### src/rtl/rd_ctrl_mb_if.sv
// rd_ctrl_mb_if: config, handshake and status bundle between the bank read controller and its environment.
interface rd_ctrl_mb_if #(
  parameter int ADDR_W = 9,
  parameter int BANK_W = 4,
  parameter int CYC_W  = 8
);
  logic              i_start;
  logic [BANK_W-1:0] i_cfg_bank_num;
  logic [CYC_W-1:0]  i_cfg_cyc_num;
  logic [ADDR_W-1:0] i_cfg_last_addr;
  logic              i_bank_prepare;
  logic              i_pull_back;
  logic              i_out_rdy;
  logic              o_out_val;
  logic              o_rd_en;
  logic [ADDR_W-1:0] o_rd_addr;
  logic [2:0]        o_beat_idx_d;
  logic [BANK_W-1:0] o_bank_id;
  logic              o_bank_done;
  logic              o_all_done;
  logic [1:0]        o_state;
  modport master (
    output i_start, i_cfg_bank_num, i_cfg_cyc_num, i_cfg_last_addr, i_bank_prepare, i_pull_back, i_out_rdy,
    input  o_out_val, o_rd_en, o_rd_addr, o_beat_idx_d, o_bank_id, o_bank_done, o_all_done, o_state
  );
  modport slave (
    input  i_start, i_cfg_bank_num, i_cfg_cyc_num, i_cfg_last_addr, i_bank_prepare, i_pull_back, i_out_rdy,
    output o_out_val, o_rd_en, o_rd_addr, o_beat_idx_d, o_bank_id, o_bank_done, o_all_done, o_state
  );
endinterface

### src/rtl/rd_ctrl_mb.sv
// rd_ctrl_mb: multi-beat SRAM bank reader rotating over banks for a configured number of passes.
module rd_ctrl_mb #(
  parameter int ADDR_W = 9,
  parameter int BEATS  = 2,
  parameter int BANK_W = 4,
  parameter int CYC_W  = 8
) (
  input logic         clk,
  input logic         rst,
  rd_ctrl_mb_if.slave bus
);
  typedef enum logic [1:0] {IDLE = 2'b00, READY = 2'b01, READ = 2'b11} state_t;
  localparam logic [2:0] LAST_BEAT = 3'(BEATS - 1);
  state_t            r_state, w_next;
  logic [BANK_W-1:0] r_bank_num, r_bank_id;
  logic [CYC_W-1:0]  r_cyc_num, r_pass;
  logic [ADDR_W-1:0] r_last_addr, r_rd_addr;
  logic [2:0]        r_beat_cnt, r_beat_idx_d;
  logic              r_prep_d, r_all_done;
  logic              w_active, w_adv, w_beat_wrap, w_bank_done, w_bank_wrap;
  assign w_active    = r_state == READY || r_state == READ;
  assign w_adv       = bus.i_out_rdy & w_active & !bus.i_start;
  assign w_beat_wrap = r_beat_cnt == LAST_BEAT;
  // Address is compared before it increments, so last_addr = all-ones ends the bank without wrapping.
  assign w_bank_done = (w_adv & w_beat_wrap & r_rd_addr == r_last_addr) | (bus.i_pull_back & r_state != IDLE);
  assign w_bank_wrap = r_bank_id == r_bank_num - 1'b1;
  always_comb begin
    w_next = bus.i_start ? IDLE
           : r_state == IDLE ? ((bus.i_bank_prepare & r_prep_d & !r_all_done) ? READY : IDLE)
           : (w_bank_done || !w_active) ? IDLE
           : (r_state == READY && bus.i_out_rdy) ? READ : r_state;
  end
  always_ff @(posedge clk) begin
    if (rst) begin
      r_state      <= IDLE;
      r_prep_d     <= 1'b0;
      r_bank_num   <= BANK_W'(1);
      r_cyc_num    <= CYC_W'(1);
      r_last_addr  <= '0;
      r_rd_addr    <= '0;
      r_beat_cnt   <= '0;
      r_beat_idx_d <= '0;
      r_bank_id    <= '0;
      r_pass       <= '0;
      r_all_done   <= 1'b0;
    end else begin
      r_state  <= w_next;
      r_prep_d <= bus.i_bank_prepare;
      if (bus.i_start) begin
        r_bank_num  <= bus.i_cfg_bank_num == '0 ? BANK_W'(1) : bus.i_cfg_bank_num;
        r_cyc_num   <= bus.i_cfg_cyc_num == '0 ? CYC_W'(1) : bus.i_cfg_cyc_num;
        r_last_addr <= bus.i_cfg_last_addr;
        r_rd_addr   <= '0;
        r_beat_cnt  <= '0;
        r_bank_id   <= '0;
        r_pass      <= '0;
        r_all_done  <= 1'b0;
      end else begin
        if (w_adv) r_beat_idx_d <= r_beat_cnt;
        if (r_state == IDLE || w_bank_done) begin
          r_rd_addr  <= '0;
          r_beat_cnt <= '0;
        end else if (w_adv) begin
          r_beat_cnt <= w_beat_wrap ? 3'd0 : r_beat_cnt + 3'd1;
          if (w_beat_wrap) r_rd_addr <= r_rd_addr + 1'b1;
        end
        if (w_bank_done) begin
          r_bank_id <= w_bank_wrap ? '0 : r_bank_id + 1'b1;
          if (w_bank_wrap) r_pass <= r_pass + 1'b1;
          if (w_bank_wrap && r_pass == r_cyc_num - 1'b1) r_all_done <= 1'b1;
        end
      end
    end
  end
  assign bus.o_out_val    = r_state == READ;
  assign bus.o_rd_en      = w_adv & (r_beat_cnt == 3'd0);
  assign bus.o_rd_addr    = r_rd_addr;
  assign bus.o_beat_idx_d = r_beat_idx_d;
  assign bus.o_bank_id    = r_bank_id;
  assign bus.o_bank_done  = w_bank_done;
  assign bus.o_all_done   = r_all_done;
  assign bus.o_state      = r_state;
endmodule

### src/flat_wrapper.sv
// flat-port wrapper written by rule: the top's interface ports become plain ports
module rd_ctrl_mb_flat 
#(
  parameter int ADDR_W = 9,
  parameter int BEATS  = 2,
  parameter int BANK_W = 4,
  parameter int CYC_W  = 8
)
  (clk, rst, bus_i_start, bus_i_cfg_bank_num, bus_i_cfg_cyc_num, bus_i_cfg_last_addr, bus_i_bank_prepare, bus_i_pull_back, bus_i_out_rdy, bus_o_out_val, bus_o_rd_en, bus_o_rd_addr, bus_o_beat_idx_d, bus_o_bank_id, bus_o_bank_done, bus_o_all_done, bus_o_state);
  rd_ctrl_mb_if #(.ADDR_W(ADDR_W), .BANK_W(BANK_W), .CYC_W(CYC_W)) bus_i ();
  input logic clk;
  input logic rst;
  input wire logic [$bits(bus_i.i_start)-1:0] bus_i_start;
  input wire logic [$bits(bus_i.i_cfg_bank_num)-1:0] bus_i_cfg_bank_num;
  input wire logic [$bits(bus_i.i_cfg_cyc_num)-1:0] bus_i_cfg_cyc_num;
  input wire logic [$bits(bus_i.i_cfg_last_addr)-1:0] bus_i_cfg_last_addr;
  input wire logic [$bits(bus_i.i_bank_prepare)-1:0] bus_i_bank_prepare;
  input wire logic [$bits(bus_i.i_pull_back)-1:0] bus_i_pull_back;
  input wire logic [$bits(bus_i.i_out_rdy)-1:0] bus_i_out_rdy;
  output wire logic [$bits(bus_i.o_out_val)-1:0] bus_o_out_val;
  output wire logic [$bits(bus_i.o_rd_en)-1:0] bus_o_rd_en;
  output wire logic [$bits(bus_i.o_rd_addr)-1:0] bus_o_rd_addr;
  output wire logic [$bits(bus_i.o_beat_idx_d)-1:0] bus_o_beat_idx_d;
  output wire logic [$bits(bus_i.o_bank_id)-1:0] bus_o_bank_id;
  output wire logic [$bits(bus_i.o_bank_done)-1:0] bus_o_bank_done;
  output wire logic [$bits(bus_i.o_all_done)-1:0] bus_o_all_done;
  output wire logic [$bits(bus_i.o_state)-1:0] bus_o_state;
  assign bus_i.i_start = bus_i_start;
  assign bus_i.i_cfg_bank_num = bus_i_cfg_bank_num;
  assign bus_i.i_cfg_cyc_num = bus_i_cfg_cyc_num;
  assign bus_i.i_cfg_last_addr = bus_i_cfg_last_addr;
  assign bus_i.i_bank_prepare = bus_i_bank_prepare;
  assign bus_i.i_pull_back = bus_i_pull_back;
  assign bus_i.i_out_rdy = bus_i_out_rdy;
  assign bus_o_out_val = bus_i.o_out_val;
  assign bus_o_rd_en = bus_i.o_rd_en;
  assign bus_o_rd_addr = bus_i.o_rd_addr;
  assign bus_o_beat_idx_d = bus_i.o_beat_idx_d;
  assign bus_o_bank_id = bus_i.o_bank_id;
  assign bus_o_bank_done = bus_i.o_bank_done;
  assign bus_o_all_done = bus_i.o_all_done;
  assign bus_o_state = bus_i.o_state;
  rd_ctrl_mb #(.ADDR_W(ADDR_W), .BEATS(BEATS), .BANK_W(BANK_W), .CYC_W(CYC_W)) u_core (.clk(clk), .rst(rst), .bus(bus_i));
endmodule
### config.mk
export PLATFORM = sky130hd
export DESIGN_NAME = rd_ctrl_mb_flat
export DESIGN_NICKNAME = d
export VERILOG_FILES = /design/src/rtl/rd_ctrl_mb_if.sv /design/src/rtl/rd_ctrl_mb.sv /design/src/flat_wrapper.sv
export SDC_FILE = /design/constraint.sdc
export NUM_CORES = 1
export LEC_CHECK = 0
export ABC_AREA = 1
export CORE_AREA = 2 2 77 86
export CTS_CLUSTER_DIAMETER = 30
export DETAILED_ROUTE_END_ITERATION = 6
export DIE_AREA = 0 0 79 88
export PLACE_DENSITY = 0.77
export SETUP_SLACK_MARGIN = 0.02
export SYNTH_ARGS = -nofsm -noshare
export SYNTH_HDL_FRONTEND = slang
export SYNTH_SLANG_ARGS = --single-unit
### constraint.sdc
create_clock -name clk -period 2.1 [get_ports clk]
set_input_delay 0.21 -clock clk [delete_from_list [all_inputs] [get_ports clk]]
set_output_delay 0.21 -clock clk [all_outputs]
set_load 0.05 [all_outputs]
After elaboration in Yosys (flattened, before gate mapping) --
Index checks and enable logic that the tools add are counted.
Storage, ports and cells: input bits 27, memories kept 0, memory bits (writable) 0, register bits 52, bits in latches 0, bits in read-only memories 0
Operators by class: shift operators 0, divide/modulo/power cells 0, equal/unequal tests 6, bitwise operators 10, multiply operators 0, $add $sub $neg 6, order comparisons 0, reduce and logical (&&, ||, !) cells 20, mux-type cells 8
Operators with widths (count):
- $add 9x1->9 const B | 1
- $eq 9x9->1 | 1
- $add 8x1->8 const B | 1
- $and 1x1->1 | 8
- $eq 8x8->1 | 1
- $logic_not 8->1 | 1
- $mux 4 | 2
- $mux 8 | 1
- $reduce_and 2->1 | 4
- $sub 8x1->8 const B | 1
- $mux 2 | 3
- $add 4x1->4 const B | 1
- $eq 4x4->1 | 1
- $logic_not 4->1 | 1
- $sub 4x1->4 const B | 1
- $add 3x1->3 const B | 1
- $eq 3x1->1 const B | 1
- $logic_not 1->1 | 3
- $logic_not 3->1 | 1
- $logic_or 1x1->1 | 3
- $mux 3 | 1
- $reduce_bool 3->1 | 1
- $reduce_or 3->1 | 1
- $eq 2x1->1 const B | 1
- 8 further kinds | 9

Depth between registers and ports, before layout --
Gate-level depths: netlist of the first run.
depth in word-level cells 10, depth in mapped cells 12, gate-level depth less buffers 12

Worst setup path after synthesis of the first run --
Ideal clock, no wire load.
path type register -> output, start register u_core.r_state[0], in the netlist u_core.bus.o_state[0], end output bus_o_rd_en, slack -0.622 ns, path buffers 0, data arrival time 2.512 ns, stages on the path, launching flop included 5, cells stage by stage dfxtp_1 > nand2_2 > nor2_4 > inv_1 > nor4_1
Between the ends: cells in the longest elaborated chain, start to end 5, elaborated cells between the ends (all ways) 6
Ends and longest elaborated chain:
- from (decl) | RTL line rd_ctrl_mb.sv:14 | state_t r_state, w_next;
- from (signal assigned) | RTL line rd_ctrl_mb.sv:47 | r_state <= w_next;
- $eq 2x1->1 / $eq 2x2->1 (equally long branches) | RTL line rd_ctrl_mb.sv:21 | assign w_active = r_state == READY || r_state == READ;
- $logic_or 1x1->1 * | RTL line rd_ctrl_mb.sv:21
- $and 1x1->1 * (2 in a row) | RTL line rd_ctrl_mb.sv:22 | assign w_adv = bus.i_out_rdy & w_active & !bus.i_start;
- $and 1x1->1 * | RTL line rd_ctrl_mb.sv:76 | assign bus.o_rd_en = w_adv & (r_beat_cnt == 3'd0);
- to (decl) | RTL line flat_wrapper.sv:21 | output wire logic [$bits(bus_i.o_rd_en)-1:0] bus_o_rd_en;
Mark *: on every way between the ends. The rest lies on a longest branch, timed or not.

Worst setup path after layout of the first run --
start register u_core.r_state[0], in the netlist u_core.bus.o_state[0], end output bus_o_bank_done
Between the ends: cells in the longest elaborated chain, start to end 7, elaborated cells between the ends (all ways) 10
Ends and longest elaborated chain:
- $eq 2x1->1 / $eq 2x2->1 (equally long branches) | RTL line rd_ctrl_mb.sv:21
- $logic_or 1x1->1 | RTL line rd_ctrl_mb.sv:21
- $and 1x1->1 (2 in a row) | RTL line rd_ctrl_mb.sv:22
- $and 1x1->1 (2 in a row) | RTL line rd_ctrl_mb.sv:25 | assign w_bank_done = (w_adv & w_beat_wrap & r_rd_addr == r_last_addr) | (bus.i_pull_back & r_state != IDLE);
- $or 1x1->1 * | RTL line rd_ctrl_mb.sv:25
- to (decl) | RTL line flat_wrapper.sv:25 | output wire logic [$bits(bus_i.o_bank_done)-1:0] bus_o_bank_done;
Marks and branches as above.

==> results of run 1 <==
## worst max-delay path by stage
stage                                         startpoint                                 end  slack (ps)  cells after the start
CTS                   u_core.bus.o_state[0]$_SDFFE_PP0P_                     bus_o_bank_done         100                      9
detailed placement     u_core.r_bank_num[0]$_SDFFE_PP1P_  u_core.bus.o_all_done$_SDFFE_PP0P_          -7                     11
global route        u_core.bus.o_rd_addr[3]$_SDFFE_PP0P_                     bus_o_bank_done          20                      9
finish                u_core.bus.o_state[0]$_SDFFE_PP0P_                     bus_o_bank_done         190                      9
global placement       u_core.r_bank_num[0]$_SDFFE_PP1P_  u_core.bus.o_all_done$_SDFFE_PP0P_          70                     11
floorplan             u_core.bus.o_state[0]$_SDFFE_PP0P_       u_core.r_pass[2]$_SDFFE_PP0P_         200                     11
## registers in the layout, summed over array words and instances (netlist names)
name and flops:
u_core.bus.o_rd_addr 9, u_core.r_last_addr 9, u_core.r_cyc_num 8, u_core.r_pass 8
u_core.bus.o_bank_id 4, u_core.r_bank_num 4, u_core.bus.o_beat_idx_d 3, u_core.r_beat_cnt 3
u_core.bus.o_state 2, u_core.bus.o_all_done 1, u_core.r_prep_d 1
## metrics by stage
step / cells / setup TNS, ps / hold WS [ps]
floorplan: 377 / 0 / 279
global placement: 503 / 0 / 442
detailed placement: 503 / -7.35 / 446
CTS: 511 / 0 / 452
global route: 511 / 0 / 463
finish: 511 / 0 / 456
## cells in the mapped netlist
| library cell | count |
|---|---|
| nand2_8 | 1 |
| nand2_2 | 2 |
| a21oi_1 | 19 |
| a211oi_1 | 1 |
| inv_1 | 47 |
| clkinv_1 | 2 |
| nor3_1 | 6 |
| nand2_1 | 101 |
| nor2_1 | 36 |
| nand4_1 | 4 |
| o21ai_0 | 14 |
| o41ai_1 | 1 |
| nand2_4 | 3 |
| clkbuf_1 | 5 |
| xnor2_1 | 8 |
| o22ai_1 | 2 |
| ha_1 | 5 |
| a22oi_1 | 2 |
| a31oi_1 | 2 |
| clkinv_2 | 1 |
| xor2_1 | 17 |
| nand3b_1 | 1 |
| a22o_1 | 4 |
| dfxtp_1 | 52 |
| nand3_1 | 28 |
| buf_12 | 1 |
| buf_2 | 2 |
| nor4_1 | 3 |
| or2_2 | 2 |
| nor2_4 | 2 |
| nor3b_1 | 3 |
## routing by layer
metal  vias to the layer above  wire length, µm
li1                       1301                -
met1                      1157             2670
met2                        47             2990
met3                        13              180
met4                         0              130
met5                         -                0
## cells by family (layout without fill, tap and decap cells)
group                    after synthesis  count (layout)
AO/OA/AOI/OAI                         45              45
adder cells (fa/ha/maj)                5               5
AND/OR/NAND/NOR                      192             192
flip-flops                            52              52
buffers and inverters                 58             112
XOR/XNOR                              25              25
## report_power, final
group	internal, µW	switching (µW)
combinational	114	129
sequential	1010	18.3
clock	269	330
total	1390	477
## timing repair
action / 4_1_cts / 5_1_grt
gates resized for setup: 1 / 2
pin swaps: 0 / 0
endpoints found under the hold margin: 0 / 0
endpoints found under the setup margin: 9 / 10
## area by class of cell
class                   count  area [µm²]
multi-input cells         267        1420
clock inverters             1        7.51
flip-flops and latches     52        1040
clock buffers               7        86.3
inverters                  50         189
repair buffers             54         558
well taps                  80         100
fillers                   611        2680
## worst reg2reg max path, stage by stage, from the launching register on
cell and delay (ps):
dfxtp_1 370, inv_1 80, ha_1 290, or2_2 100, nand2_1 40, nor3_1 160, nand2_1 140, nor2_4 270
nand2_4 140, nor2_1 110, nor2_1 50, nor2_1 70
==> results.json, run 1 <==
{
  "status": "finished, final reports clean",
  "synth.distinct_cells": 31,
  "endpoint_kind": "output pin",
  "yosys_warnings": 0,
  "antenna_cells": 0,
  "antenna_found_initial": 0,
  "die_y_um": 88,
  "placed_cell_area_um2": 3300,
  "slowest_delay_ps": 390,
  "dr.pass1.iters": 5,
  "antenna_left": 0,
  "maxCapViolations": 0,
  "leakagePower_uw": 0.00138,
  "synth_seq_cells": 52,
  "total_power_uw": 1870,
  "chipWidth_um": 79,
  "synthCells": 377,
  "synth_compound_area_share_pct": 9.58,
  "crit_slowest_cell": "dfxtp_2",
  "worst_ir_drop_vdd_mv": 0.392,
  "worstPathArrival_ps": 1700,
  "track_usage_pct": 17.8,
  "hold_path_end": "u_core.bus.o_state[0]$_SDFFE_PP0P_",
  "tightest_slew_ps": 510,
  "root_buffer": "clkbuf_8",
  "holdPathStages": 2,
  "hold_violations": 0,
  "synthAdderAreaFrac_pct": 2.34,
  "cp_num_buf_inv": 2,
  "synthesis.area_um2": 2680,
  "holdCritStartpoint": "u_core.r_prep_d$_SDFF_PP0_",
  "synth_top_family_by_area": "simple AND/OR/NAND/NOR gates",
  "setup_ws_ps": 186,
  "regToRegSetupSlack_ps": 230,
  "initial_core_util_pct": 44.0,
  "synthSimpleGateAreaFrac_pct": 32.1,
  "crit_type": "register to output pin",
  "layout_min_cycle_time_ps": 1910,
  "htreeDepth": 2,
  "crit_required_ps": 1890,
  "dp.final_hpwl_um": 4560,
  "clockBufferDepth": 2,
  "rr_startpoint": "u_core.r_bank_num[0]$_SDFFE_PP1P_",
  "place_ws_ps": -7.35,
  "drt_wl_total_um": 5970,
  "worstRegToRegCells": 11,
  "busiest_layer": "met2",
  "max_slew_margin_pct": 65.9,
  "final_cell_mix": "nand2_1, dfxtp_1, inv_1",
  "insertion_delay_ps": 300,
  "crit_family": "simple AND/OR/NAND/NOR gates",
  "fin_util_pct": 56.0,
  "finalNetCount": 462,
  "slew_violations": 0,
  "post_cts_buffers": 0,
  "grt_max_degree": 16,
  "cp-start-kind": "register",
  "final_common_cell": "nand2_1",
  "synthTopCellsByArea": "dfxtp_1, nand2_1, inv_1",
  "path_clk_slew_ps": 90,
  "final_area_um2": 3400,
  "worstReg2RegEnd": "u_core.bus.o_all_done$_SDFFE_PP0P_",
  "routabilityCongestion": 0.866,
  "first_global_vias": 2269,
  "crit_chain": "nand2_2, nor2_4, nand2_2, clkinv_2, nand2_4, nor2_4, nand2_4, nand2_8, buf_12",
  "std_cell_rows": 30,
  "synthesis.nets": 409,
  "die-area_um2": 6950,
  "grt_pass1_wl_um": 9950,
  "post-route-period-util_pct": 91.1,
  "synthToLayoutAreaGrowth_pct": 27.2,
  "wire_per_inst_um": 11.7,
  "rsz0062_at_grt": "false",
  "synth_xor_area_share_pct": 8.18,
  "cts_tree": "built",
  "core_area_um2": 6080,
  "hold_class": "register to register",
  "clock-sinks": 52,
  "cp_max_fo": 15,
  "use_met2_pct": 32.4,
  "viasPerCell": 4.93,
  "drtIter0Drc": 64,
  "drive_gt1_share_pct": 6.73,
  "numPortBuffers": 48,
  "grt_overflow_total": 0,
  "synth_top_area_share_pct": 38.9,
  "vias": 2518,
  "seq_area_frac_synth_pct": 38.9,
  "io_pins": 49,
  "setup_violations": 0,
  "power_density_nw_per_um2": 550,
  "fin_skew_ps": 4.07,
  "hold_buffers": 0,
  "route.detailed.drc": 0,
  "syn_avg_cell_area_um2": 7.10,
  "synth_area_leader_cell": "dfxtp_1",
  "cts-buffers-inserted": 5,
  "use_met1_pct": 21.1,
  "grtUsageMet3_pct": 3.09,
  "max_freq_mhz": 523,
  "synthMuxAreaShare_pct": 0
}
Power figures use the tool's default switching activity.
==> run 2: changes to the inputs <==
--- a/config.mk
+++ b/config.mk
@@ -6,11 +6,13 @@
 export NUM_CORES = 1
 export LEC_CHECK = 0
 export ABC_AREA = 1
-export CORE_AREA = 2 2 77 86
+export CELL_PAD_IN_SITES_DETAIL_PLACEMENT = 1
+export CELL_PAD_IN_SITES_GLOBAL_PLACEMENT = 2
+export CORE_AREA = 2 2 95 106
 export CTS_CLUSTER_DIAMETER = 30
 export DETAILED_ROUTE_END_ITERATION = 6
-export DIE_AREA = 0 0 79 88
-export PLACE_DENSITY = 0.77
+export DIE_AREA = 0 0 97 108
+export PLACE_DENSITY_LB_ADDON = 0.1
 export SETUP_SLACK_MARGIN = 0.02
 export SYNTH_ARGS = -nofsm -noshare
 export SYNTH_HDL_FRONTEND = slang
==> run 2 against run 1 <==
Sequential share of layout area is 0.75 points lower; maximum frequency is 0.20% higher; critical path depth stayed put; clock skew is 4.5 ps higher; final area is 3.0% higher; sequential cell count stayed put; final cell count is 8.6% higher; critical path type unchanged; critical endpoint unchanged.
==> results.json, run 2 (same netlist as run 1, synthesis figures left out) <==
{
  "cts-buffers-inserted": 5,
  "antenna_left": 0,
  "cp_num_buf_inv": 2,
  "grt_pass1_wl_um": 12900,
  "synthToLayoutAreaGrowth_pct": 31.0,
  "regArea_um2": 1050,
  "drive_gt1_share_pct": 9.36,
  "path_clk_slew_ps": 100,
  "route.detailed.drc": 0,
  "crit_cells": 9,
  "power_density_nw_per_um2": 538,
  "placed_cell_area_um2": 3400,
  "routabilityCongestion": 0.734,
  "final_area_um2": 3510,
  "std_cell_rows": 37,
  "slew_violations": 0,
  "dp.final_hpwl_um": 5830,
  "place_ws_ps": -65.8,
  "multiInputGateArea_um2": 1420,
  "crit_start": "u_core.bus.o_state[0]$_SDFFE_PP0P_",
  "cts_tree": "built",
  "track_usage_pct": 15.2,
  "drtIter0Drc": 43,
  "cp-endpoint": "bus_o_bank_done",
  "slowest_delay_ps": 400,
  "worstReg2RegEnd": "u_core.bus.o_all_done$_SDFFE_PP0P_",
  "setup_violations": 0,
  "pwr-share-seq_pct": 54.6,
  "crit_chain": "nand2_2, nor2_4, nand2_2, clkinv_2, nand2_4, nor2_4, nand2_4, nand2_8, buf_12",
  "setup_ws_ps": 190,
  "total_power_uw": 1880,
  "internal_power_uw": 1390,
  "vias": 2525,
  "status": "finished, final reports clean",
  "io_pins": 49,
  "numPortBuffers": 48,
  "crit_slowest_cell": "dfxtp_2",
  "hold_buffers": 0,
  "cp-start-kind": "register",
  "fin_skew_ps": 8.53,
  "crit_type": "register to output pin",
  "viasPerCell": 4.55,
  "dr_wl_met2_um": 3670,
  "root_buffer": "clkbuf_8",
  "drt_wl_total_um": 7330,
  "final_common_cell": "nand2_1",
  "crit_required_ps": 1890,
  "die_y_um": 108,
  "met1_length_um": 3420,
  "clockBufferDepth": 2,
  "layout_min_cycle_time_ps": 1910,
  "tightest_slew_ps": 506,
  "leakagePower_uw": 0.00143,
  "cp_max_fo": 15,
  "hold_class": "primary input to register",
  "max_freq_mhz": 524,
  "antenna_cells": 0,
  "chipWidth_um": 97,
  "final_cell_mix": "nand2_1, inv_1, dfxtp_1",
  "wire_per_inst_um": 13.2,
  "netSwitchingFraction_pct": 26.2,
  "fillers": 1186,
  "max_slew_margin_pct": 66.2,
  "power.share.clock_pct": 32.2,
  "wl_met3_um": 174,
  "finalNetCount": 469,
  "grt_overflow_total": 0,
  "antenna_found_initial": 0,
  "initial_core_util_pct": 28.8,
  "worst_ir_drop_vdd_mv": 0.200,
  "rr_startpoint": "u_core.r_bank_num[0]$_SDFFE_PP1P_",
  "dr.pass1.iters": 4,
  "grt_max_degree": 19,
  "crit_family": "simple AND/OR/NAND/NOR gates",
  "post-route-period-util_pct": 90.9,
  "p_switching_uw": 493,
  "hold_violations": 0,
  "worstRegToRegCells": 11,
  "die-area_um2": 10500,
  "htreeDepth": 2,
  "post_cts_buffers": 0,
  "first_global_vias": 2762,
  "insertion_delay_ps": 300,
  "endpoint_kind": "output pin",
  "rsz0062_at_grt": "false",
  "comb_power_share_pct": 13.2,
  "clock-sinks": 52,
  "regToRegSetupSlack_ps": 340,
  "maxCapViolations": 0,
  "core_area_um2": 9310,
  "worstPathArrival_ps": 1700,
  "top_layer_used": "met4"
}
==> run 2: cell count changes in the layout (fill, tap and decap cells not counted), sizes merged <==
| cell | change |
|---|---|
| clkinvlp | -1 |
| clkbuf | -1 |
| buf | +7 |
| clkinv | +2 |
==> run 2: final cells by class <==
type,instances,share of cell area [%]
Clock buffer,6,2.36
Clock inverter,2,0.286
Inverter,50,5.39
Multi-Input combinational cell,267,40.5
Sequential cell,52,29.9
Tap cell,117,4.18
Timing Repair Buffer,61,17.4
==> run 2: power groups by stage <==
stage | logic (µW) | clock network [µW] | registers [µW]
floorplan | 141 | 0 | 1050
global placement | 247 | 0 | 1050
global route | 286 | 673 | 1040
detailed placement | 248 | 0 | 1050
CTS | 251 | 627 | 1030
finish | 249 | 606 | 1030
==> run 2: metrics by stage <==
| step | TNS, ps | utilization [%] | std cells | hold slack [ps] |
|---|---|---|---|---|
| after global routing | 0 | 37.7 | 555 | 476 |
| after CTS | 0 | 37.6 | 555 | 450 |
| after global placement | -47.6 | 36.5 | 547 | 451 |
| final | 0 | 37.7 | 555 | 451 |
| after detailed placement | -341 | 36.5 | 547 | 458 |
| after floorplan | 0 | - | 377 | 279 |
==> run 2: metal layers <==
| layer | track usage [%] | vias up |
|---|---|---|
| li1 | - | 1317 |
| met1 | 19.0 | 1174 |
| met2 | 27.4 | 30 |
| met3 | 2.52 | 4 |
| met4 | 3.62 | 0 |
| met5 | 0 | - |
==> run 2: worst min path at each step <==
stage	slack, ps	to	startpoint	cells after the start
detailed placement	460	u_core.bus.o_beat_idx_d[0]$_SDFFE_PP0P_	u_core.bus.o_beat_idx_d[0]$_SDFFE_PP0P_	2
global route	480	u_core.r_prep_d$_SDFF_PP0_	bus_i_bank_prepare	3
finish	450	u_core.r_prep_d$_SDFF_PP0_	bus_i_bank_prepare	3
floorplan	280	u_core.bus.o_beat_idx_d[0]$_SDFFE_PP0P_	rst	1
global placement	450	u_core.bus.o_beat_idx_d[2]$_SDFFE_PP0P_	u_core.bus.o_beat_idx_d[2]$_SDFFE_PP0P_	2
CTS	450	u_core.r_prep_d$_SDFF_PP0_	bus_i_bank_prepare	3
==> run 2: repair_timing <==
item | in CTS | in global routing
gates cloned | 0 | 0
setup endpoints to repair | 11 | 10
resized for setup | 1 | 6
==> run 2: tightest hold or removal path, cell delays in order <==
cell             delay [ps]
clkdlybuf4s50_1         420
inv_1                    60
nor2_1                   30
